<file path="src/rtl/set_bit_scan_encoder.sv">
// Serialises a WIDTH-bit request vector into the binary index of each set bit,
// one index per valid/ready output beat, in LSB-first or MSB-first priority order.
module set_bit_scan_encoder #(
  parameter int  WIDTH     = 8,
  parameter bit  MSB_FIRST = 1'b0,
  localparam int IDX_W     = $clog2(WIDTH)
) (
  input  logic             clk,
  input  logic             rst,
  input  logic             in_valid,
  output logic             in_ready,
  input  logic [WIDTH-1:0] in_vec,
  output logic             out_valid,
  input  logic             out_ready,
  output logic [IDX_W-1:0] out_idx,
  output logic             out_last,
  output logic             out_none,
  output logic             busy
);

  typedef enum logic {
    IDLE = 1'b0,
    EMIT = 1'b1
  } state_e;

  state_e           state_q, state_d;
  logic [WIDTH-1:0] pending_q, pending_d;
  logic             none_q, none_d;

  logic [IDX_W-1:0] sel_idx;
  logic             found;
  logic [WIDTH-1:0] sel_mask;
  logic             single;

  // NOTE: blocking assignments are correct here; 'found' must be seen by later loop iterations.
  always_comb begin
    sel_idx = '0;
    found   = 1'b0;
    if (MSB_FIRST) begin
      for (int i = WIDTH - 1; i >= 0; i--) begin
        if (!found && pending_q[i]) begin
          sel_idx = IDX_W'(i);
          found   = 1'b1;
        end
      end
    end else begin
      for (int i = 0; i < WIDTH; i++) begin
        if (!found && pending_q[i]) begin
          sel_idx = IDX_W'(i);
          found   = 1'b1;
        end
      end
    end
  end

  // x & (x-1) clears the lowest set bit, so a zero result means at most one bit was set.
  assign single   = (pending_q != '0) && ((pending_q & (pending_q - WIDTH'(1))) == '0);
  assign sel_mask = WIDTH'(1) << sel_idx;

  assign in_ready  = (state_q == IDLE);
  assign out_valid = (state_q == EMIT);
  assign busy      = (state_q != IDLE);
  assign out_idx   = none_q ? '0 : sel_idx;
  assign out_last  = none_q | single;
  assign out_none  = none_q;

  always_comb begin
    state_d   = state_q;
    pending_d = pending_q;
    none_d    = none_q;
    unique case (state_q)
      IDLE: begin
        if (in_valid) begin
          pending_d = in_vec;
          none_d    = (in_vec == '0);
          state_d   = EMIT;
        end
      end
      EMIT: begin
        if (out_ready) begin
          if (out_last) begin
            pending_d = '0;
            none_d    = 1'b0;
            state_d   = IDLE;
          end else begin
            pending_d = pending_q & ~sel_mask;
          end
        end
      end
      default: state_d = IDLE;
    endcase
  end

  // NOTE: reset is sampled on the clock edge only; every register here is small enough to reset.
  always_ff @(posedge clk) begin
    if (rst) begin
      state_q   <= IDLE;
      pending_q <= '0;
      none_q    <= 1'b0;
    end else begin
      state_q   <= state_d;
      pending_q <= pending_d;
      none_q    <= none_d;
    end
  end

endmodule
</file>
<file path="config.mk">
export PLATFORM = sky130hd
export DESIGN_NAME = set_bit_scan_encoder
export DESIGN_NICKNAME = d
export VERILOG_FILES = /design/src/rtl/set_bit_scan_encoder.sv
export SDC_FILE = /design/constraint.sdc
export NUM_CORES = 1
export LEC_CHECK = 0
export ABC_CLOCK_PERIOD_IN_PS = 2100
export CORE_MARGIN = 5
export CORE_UTILIZATION = 39
export DETAILED_ROUTE_END_ITERATION = 10
export HOLD_SLACK_MARGIN = 0.12
export PLACE_DENSITY_LB_ADDON = 0.15
export SLEW_MARGIN = 40
export SYNTH_ARGS = -nofsm -noshare
export SYNTH_HDL_FRONTEND = slang
export SYNTH_SLANG_ARGS = --single-unit
</file>
<file path="constraint.sdc">
create_clock -name clk -period 2.1 [get_ports clk]
set_input_delay 0.42 -clock clk [delete_from_list [all_inputs] [get_ports clk]]
set_output_delay 0.42 -clock clk [all_outputs]
set_load 0.01 [all_outputs]
</file>
Yosys cells after proc, flatten, opt, wreduce, memory -nomap -nowiden
Index checks and enable logic that the tools add are counted.
W data, S select, Z words.

operators by class
  $add $sub $neg = 1
  $mul = 0
  div/mod/pow operators = 0
  magnitude comparators = 0
  equality and inequality tests = 3
  shifts and indexed selects = 1
  mux-type cells = 27
  bitwise operators = 5
  reductions and logical operators = 20

operators by type and width
  kind                   count
  $mux W8                3
  $mux W3                6
  $and A8 B8 Y8          2
  $logic_not A8 Y1       2
  $pmux W8 S2            1
  $mux W1                14
  $logic_and A1 B1 Y1    8
  $not A8 Y8             1
  $reduce_bool A8 Y1     1
  $shl A1 B3 Y8 const A  1
  $sub A8 B1 Y8 const B  1
  $logic_not A1 Y1       7
  $ne A2 B2 Y1 const B   3
  $pmux W1 S2            2
  $reduce_and A3 Y1      1
  $mux W2                1
  $reduce_and A2 Y1      1
  $not A1 Y1             1
  $or A1 B1 Y1           1

word-level totals
  bits in registers = 10
  latch bits = 0
  memory bits (writable) = 0
  ROM bits = 0
  logic and storage cells = 60
  memories = 0

Longest topological paths before layout
Gate-level depths: netlist of run 1.

  word-level depth = 28
  gate-level depth with buffers = 6
  mapped depth without buffers = 4

Worst setup path before layout of run 1
OpenSTA, ideal clock, no wires.

  path type = flip-flop to output port
  start point = register pending_q[0]
  end point = output port out_last
  arrival time = 1810 ps
  required time = 1680 ps
  path slack = -130 ps
  stages on the path, launching flop included = 7
  cells stage by stage = dfxtp_1 buf_6 or4_4 buf_6 or4_4 a31oi_4 or2_1

on the way
  cells in the longest elaborated chain, start to end = 5
  elaborated cells between the ends (all ways) = 6
  those cells by class = add/sub: 1; bitwise: 2; reduce/logical: 3

ends and longest elaborated chain
  element                 RTL line  source
  from (decl)             27        logic [WIDTH-1:0] pending_q, pending_d;
  from (signal assigned)  102       pending_q <= pending_d;
  $sub A8 B1 Y8           57        assign single = (pending_q != '0) && ((pending_q & (pending_q - WIDTH'(1))) == '0);
  $and A8 B8 Y8           57
  $logic_not A8 Y1        57
  $logic_and A1 B1 Y1 *   57
  $or A1 B1 Y1 *          64        assign out_last = none_q | single;
  to (decl)               16        output logic out_last,

Every way passes the cells marked *; elsewhere a longest branch is shown, timed or not.

Final worst setup path of run 1
  start point = register pending_q[2]
  end point = output port out_last

Same word-level chain as after synthesis.

==> results of run 1 <==
-- per-stage QoR --
stage	cells	area, µm²	power, mW	hold slack (ns)
floorplan	77	631	0.440	0.490
global placement	124	930	0.634	0.595
detailed placement	124	930	0.636	0.608
CTS	130	976	0.777	0.616
global route	130	971	0.826	0.662
finish	130	971	0.774	0.621
-- worst max-delay path, stage by stage (launching register included) --
cell	delay [ns]
dfxtp_2	0.32
or4_4	0.53
buf_4	0.17
a2111o_1	0.33
a31oi_4	0.19
or2_1	0.12
buf_2	0.12
-- worst min path at each step --
stage	startpoint	to	slack [ns]	depth (start not counted)
detailed placement	pending_q[7]	pending_q[7]	0.61	3
global route	pending_q[2]	pending_q[2]	0.66	3
global placement	pending_q[6]	pending_q[6]	0.59	3
finish	pending_q[6]	pending_q[6]	0.62	3
floorplan	pending_q[4]	pending_q[4]	0.49	2
CTS	pending_q[7]	pending_q[7]	0.62	3
-- state kept, by name, indices dropped and copies added (netlist names) --
register	flops
busy	1
pending_q	8
out_none	1
-- cell families (layout without fill, tap and decap cells) --
logic type / Yosys count / in the layout / synth area share [%]
AND/OR/NAND/NOR: 28 / 28 / 24.2
buffers and inverters: 8 / 45 / 8.01
multiplexers: 1 / 1 / 1.60
flip-flops: 10 / 10 / 32.1
AO/OA/AOI/OAI: 30 / 30 / 34.1
-- power by group through the flow --
stage | combinational, mW | sequential, mW | clock [mW]
final | 0.412 | 0.235 | 0.128
after global routing | 0.443 | 0.240 | 0.143
after CTS | 0.414 | 0.234 | 0.128
after detailed placement | 0.398 | 0.237 | 0
after global placement | 0.397 | 0.237 | 0
after floorplan | 0.198 | 0.242 | 0
-- layout make-up --
cell class | count | area, µm² | share of cell area [%]
clock buffer | 3 | 22.5 | 2.32
inverter | 3 | 11.3 | 1.16
timing repair buffer | 39 | 320 | 33.0
sequential | 10 | 201 | 20.7
tap | 16 | 20.0 | 2.06
multi-input combinational | 59 | 395 | 40.7
-- metal layers --
| layer | part of all wire [%] | track usage, % | routed length [µm] | up-vias |
|---|---|---|---|---|
| li1 | - | - | - | 370 |
| met1 | 43 | 20.1 | 837 | 338 |
| met2 | 50 | 26.6 | 968 | 29 |
| met3 | 6.0 | 4.52 | 116 | 2 |
| met4 | 0.52 | 5.24 | 10 | 0 |
| met5 | 0 | 0 | 0 | - |
-- cell usage after synthesis --
cell	instances
or2_1	1
o22ai_1	1
buf_2	1
o211ai_1	1
nand3_1	1
o21ai_1	6
mux2i_1	1
clkbuf_1	1
a211oi_1	2
dfxtp_1	10
buf_4	1
nor4_1	3
a22oi_1	7
a221oi_1	1
nor2_1	4
buf_6	2
a21oi_1	4
or4_4	2
inv_1	2
inv_2	1
o21ai_0	3
nor3_1	4
nor2b_1	3
a32oi_1	1
o32ai_1	1
or3_1	1
o21bai_1	1
nand2b_1	2
a2111o_1	1
nand2_1	7
a31oi_4	1
-- repair_timing --
item / 4_1_cts / 5_1_grt
pin swaps: 4 / 1
gates cloned: 0 / 0
gates resized for setup: 18 / 2
setup endpoints to repair: 4 / 4
buffers inserted: 3 / 0
==> results.sh, run 1 <==
export IMPL_status="complete, but fails checks"
export IMPL_violations="negative setup slack"
export IMPL_synth_area_um2=624
export IMPL_grt_remaining_overflow=0
export IMPL_leakagePower_nw=0.378
export IMPL_routed_wl_um=1930
export IMPL_cts_root_buf="clkbuf_4"
export IMPL_hold_buffers=0
export IMPL_synth_area_per_cell_um2=8.11
export IMPL_grt_max_degree=11
export IMPL_io_pins=20
export IMPL_switching_share_pct=34.8
export IMPL_utilization_pct=64.5
export IMPL_num_antenna_cells=0
export IMPL_yosys_area_top_type_share_pct=32.1
export IMPL_dieHeight_um=50.0
export IMPL_die_area_um2=2500
export IMPL_initial_utilization_pct=41.4
export IMPL_yosys_register_bits=10
export IMPL_min_period_ns=2.45
export IMPL_syn_nets=89
export IMPL_ys_warn_count=0
export IMPL_std_cell_rows=14
export IMPL_slew_violations=0
export IMPL_wire_per_inst_um=14.9
export IMPL_drt_iter0_markers=24
export IMPL_nNetsFinal=128
export IMPL_maxCapViolCount=0
export IMPL_path_max_fanout=4
export IMPL_core_um2=1510
export IMPL_slew_headroom_pct=73.9
export IMPL_ys_types=31
export IMPL_seqPwrFrac_pct=30.3
export IMPL_dp_slack_ns=-0.450
export IMPL_critical_path_class="register to output pin"
export IMPL_cts_tree="done"
export IMPL_synth_cells=77
export IMPL_timing_rr_start="pending_q[2]"
export IMPL_clk_latency_ns=0.26
export IMPL_grt_pass1_wl_um=3170
export IMPL_fin_ws_ns=-0.348
export IMPL_final_setup_viol_count=3
export IMPL_drc=0
export IMPL_r2r_cells=7
export IMPL_clkPwrFrac_pct=16.5
export IMPL_irDropWorstVdd_mv=0.451
export IMPL_layout_commonest_cell="buf_4"
export IMPL_post_dp_hpwl_um=1480
export IMPL_fin_worst_skew_ns=0.00740
export IMPL_crit_end="out_last"
export IMPL_switchingPower_uw=269
export IMPL_antenna_found_initial=0
export IMPL_tightest_slew_ns=0.387
export IMPL_die_w_um=50.0
export IMPL_hold_viol=0
export IMPL_final_cell_mix="20 x buf_4, 15 x clkdlybuf4s50_1, 9 x dfxtp_1"
export IMPL_r2r_end="busy"
export IMPL_yosys_area_top_type="dfxtp_1"
export IMPL_fin_crit_sh_pct=117
export IMPL_ant_nets=0
export IMPL_portBuffers=19
export IMPL_drt_first_pass_iters=4
export IMPL_p_per_area_nw_per_um2=798
export IMPL_cts_buffers=3
export IMPL_hp_class="register to register"
export IMPL_grt_pass1_vias=699
export IMPL_drive_gt1_share_pct=30.7
export IMPL_synth_area_top_cells="dfxtp_1 32%, a22oi_1 8.4%, o21ai_1 4.8%"
export IMPL_clock_path_buffers=2
export IMPL_cp_start_kind="register"
export IMPL_cts_sinks=10
export IMPL_arrival_ns=2.03
export IMPL_via_per_inst=5.68
export IMPL_rsz0062_at_grt="true"
export IMPL_p_int_uw=505
export IMPL_end_kind="output pin"
export IMPL_setup_tns_ns=-0.846
export IMPL_r2r_slack_ns=0.16
export IMPL_syn_to_final_growth_pct=55.5
export IMPL_fillers=152
export IMPL_clkTransAtPathRegs_ns=0.07
export IMPL_ys_seq_area_share_pct=32.1
export IMPL_htree_levels=1
export IMPL_combPwrFrac_pct=53.2
export IMPL_cp_required_ns=1.68
export IMPL_track_usage_pct=16.2
export IMPL_startpoint="pending_q[2]"
export IMPL_vias=739
export IMPL_max_freq_ghz=0.409
export IMPL_globalplace_congestion=0.824
Note: power is estimated with default switching activity, not from simulation.
==> inputs of run 2 (changes only) <==
ABC_AREA = 0   (was not set)
SETUP_SLACK_MARGIN = 0.4   (was not set)
==> results.sh, run 2 (synthesis results as in run 1) <==
export IMPL_status="complete, but fails checks"
export IMPL_violations="negative setup slack"
export IMPL_drive_gt1_share_pct=35.1
export IMPL_hp_class="register to register"
export IMPL_cp_start_kind="register"
export IMPL_clkTransAtPathRegs_ns=0.06
export IMPL_die_area_um2=2500
export IMPL_p_int_uw=520
export IMPL_grt_remaining_overflow=0
export IMPL_vias=748
export IMPL_initial_utilization_pct=41.4
export IMPL_critical_path_class="register to output pin"
export IMPL_syn_to_final_growth_pct=61.1
export IMPL_hold_buffers=0
export IMPL_slew_violations=0
export IMPL_combPwrFrac_pct=54.2
export IMPL_fin_ws_ns=-0.366
export IMPL_holdWs_ns=0.603
export IMPL_dieHeight_um=50.0
export IMPL_track_usage_pct=16.1
export IMPL_maxCapViolCount=0
export IMPL_setup_tns_ns=-0.923
export IMPL_arrival_ns=2.05
export IMPL_finalNonFillerCells=130
export IMPL_grt_pass1_wl_um=3130
export IMPL_path_max_fanout=3
export IMPL_routed_wl_um=1980
export IMPL_fin_worst_skew_ns=0.000621
export IMPL_cts_buffers=3
export IMPL_top_register="pending_q"
export IMPL_slew_headroom_pct=74.6
export IMPL_wire_per_inst_um=15.2
export IMPL_portBuffers=19
export IMPL_drc=0
export IMPL_multi_input_area_um2=414
export IMPL_ant_nets=0
export IMPL_fin_crit_sh_pct=117
export IMPL_antenna_found_initial=0
export IMPL_rsz0062_at_grt="true"
export IMPL_switching_share_pct=35.7
export IMPL_nNetsFinal=128
export IMPL_post_dp_hpwl_um=1460
export IMPL_cp_required_ns=1.68
export IMPL_r2r_slack_ns=0.27
export IMPL_clock_path_buffers=2
export IMPL_globalplace_congestion=0.834
export IMPL_irDropWorstVdd_mv=0.541
export IMPL_place_inst=124
export IMPL_grt_max_degree=11
export IMPL_clk_latency_ns=0.27
export IMPL_num_antenna_cells=0
export IMPL_fillers=133
export IMPL_drt_iter0_markers=22
export IMPL_std_cell_rows=14
export IMPL_htree_levels=1
export IMPL_cts_sinks=10
export IMPL_grt_pass1_vias=747
export IMPL_clkPwrFrac_pct=16.6
export IMPL_max_freq_ghz=0.406
export IMPL_cts_tree="done"
export IMPL_min_period_ns=2.47
export IMPL_final_cell_mix="17 x buf_4, 15 x clkdlybuf4s50_1, 7 x nand2_1, 7 x a22oi_1, 7 x dfxtp_1"
export IMPL_tightest_slew_ns=0.377
export IMPL_largest_reg_flops=8
export IMPL_io_pins=20
export IMPL_seqCellArea_um2=206
export IMPL_leakagePower_nw=0.387
export IMPL_cts_root_buf="clkbuf_4"
export IMPL_p_per_area_nw_per_um2=804
export IMPL_hold_viol=0
export IMPL_via_per_inst=5.75
export IMPL_seqPwrFrac_pct=29.3
export IMPL_final_setup_viol_count=4
export IMPL_core_um2=1510
export IMPL_die_w_um=50.0
export IMPL_layout_commonest_cell="buf_4"
export IMPL_end_kind="output pin"
export IMPL_utilization_pct=66.8
export IMPL_switchingPower_uw=289
export IMPL_drt_first_pass_iters=4
[run 2: cell counts in the layout (fill, tap and decap cells not counted)]
Identical to the previous run, type by type.
[run 2: path summary, 6_finish.rpt]
path | startpoint | endpoint | depth (start not counted)
max | pending_q[2] | out_last | 6
min | busy | busy | 2
max reg2reg | pending_q[2] | pending_q[7] | 6
min reg2reg | busy | busy | 2
[run 2: power groups by stage]
stage | combinational (mW) | sequential [mW] | clock, mW
floorplan | 0.198 | 0.242 | 0
global placement | 0.396 | 0.237 | 0
detailed placement | 0.397 | 0.238 | 0
CTS | 0.399 | 0.238 | 0.132
global route | 0.469 | 0.240 | 0.141
finish | 0.438 | 0.237 | 0.134
[run 2: cell type report]
type / count / area share, %
Multi-Input combinational cell: 59 / 41.2
Timing Repair Buffer: 39 / 33.0
Sequential cell: 10 / 20.5
Clock buffer: 3 / 2.24
Tap cell: 16 / 1.99
Inverter: 3 / 1.12
[run 2: repair_timing]
| action | 4_1_cts | 5_1_grt |
|---|---|---|
| resized for setup | 19 | 11 |
| pin swaps | 5 | 6 |
| buffers inserted | 2 | 1 |
| setup endpoints to repair | 9 | 7 |
[run 2: layer usage]
metal  track usage [%]  share of wire [%]
met5                 0                  0
met4              7.42                1.6
met3              3.92                5.3
met2              25.9                 48
met1              19.7                 46
[run 2: metrics by stage]
step                      power (mW)  area [µm²]  worst slack, ns
after global placement         0.634         930           -0.426
after global routing           0.850        1010           -0.417
final                          0.809        1010           -0.366
after CTS                      0.769         967           -0.383
after floorplan                0.440         631           -0.107
after detailed placement       0.635         930           -0.430
[run 2: worst max-delay path: stages (launching register included)]
cell and delay (ns):
dfxtp_2 0.32, or4_4 0.55, buf_6 0.14, a2111o_1 0.32, a31oi_4 0.20, or2_1 0.12, buf_2 0.12
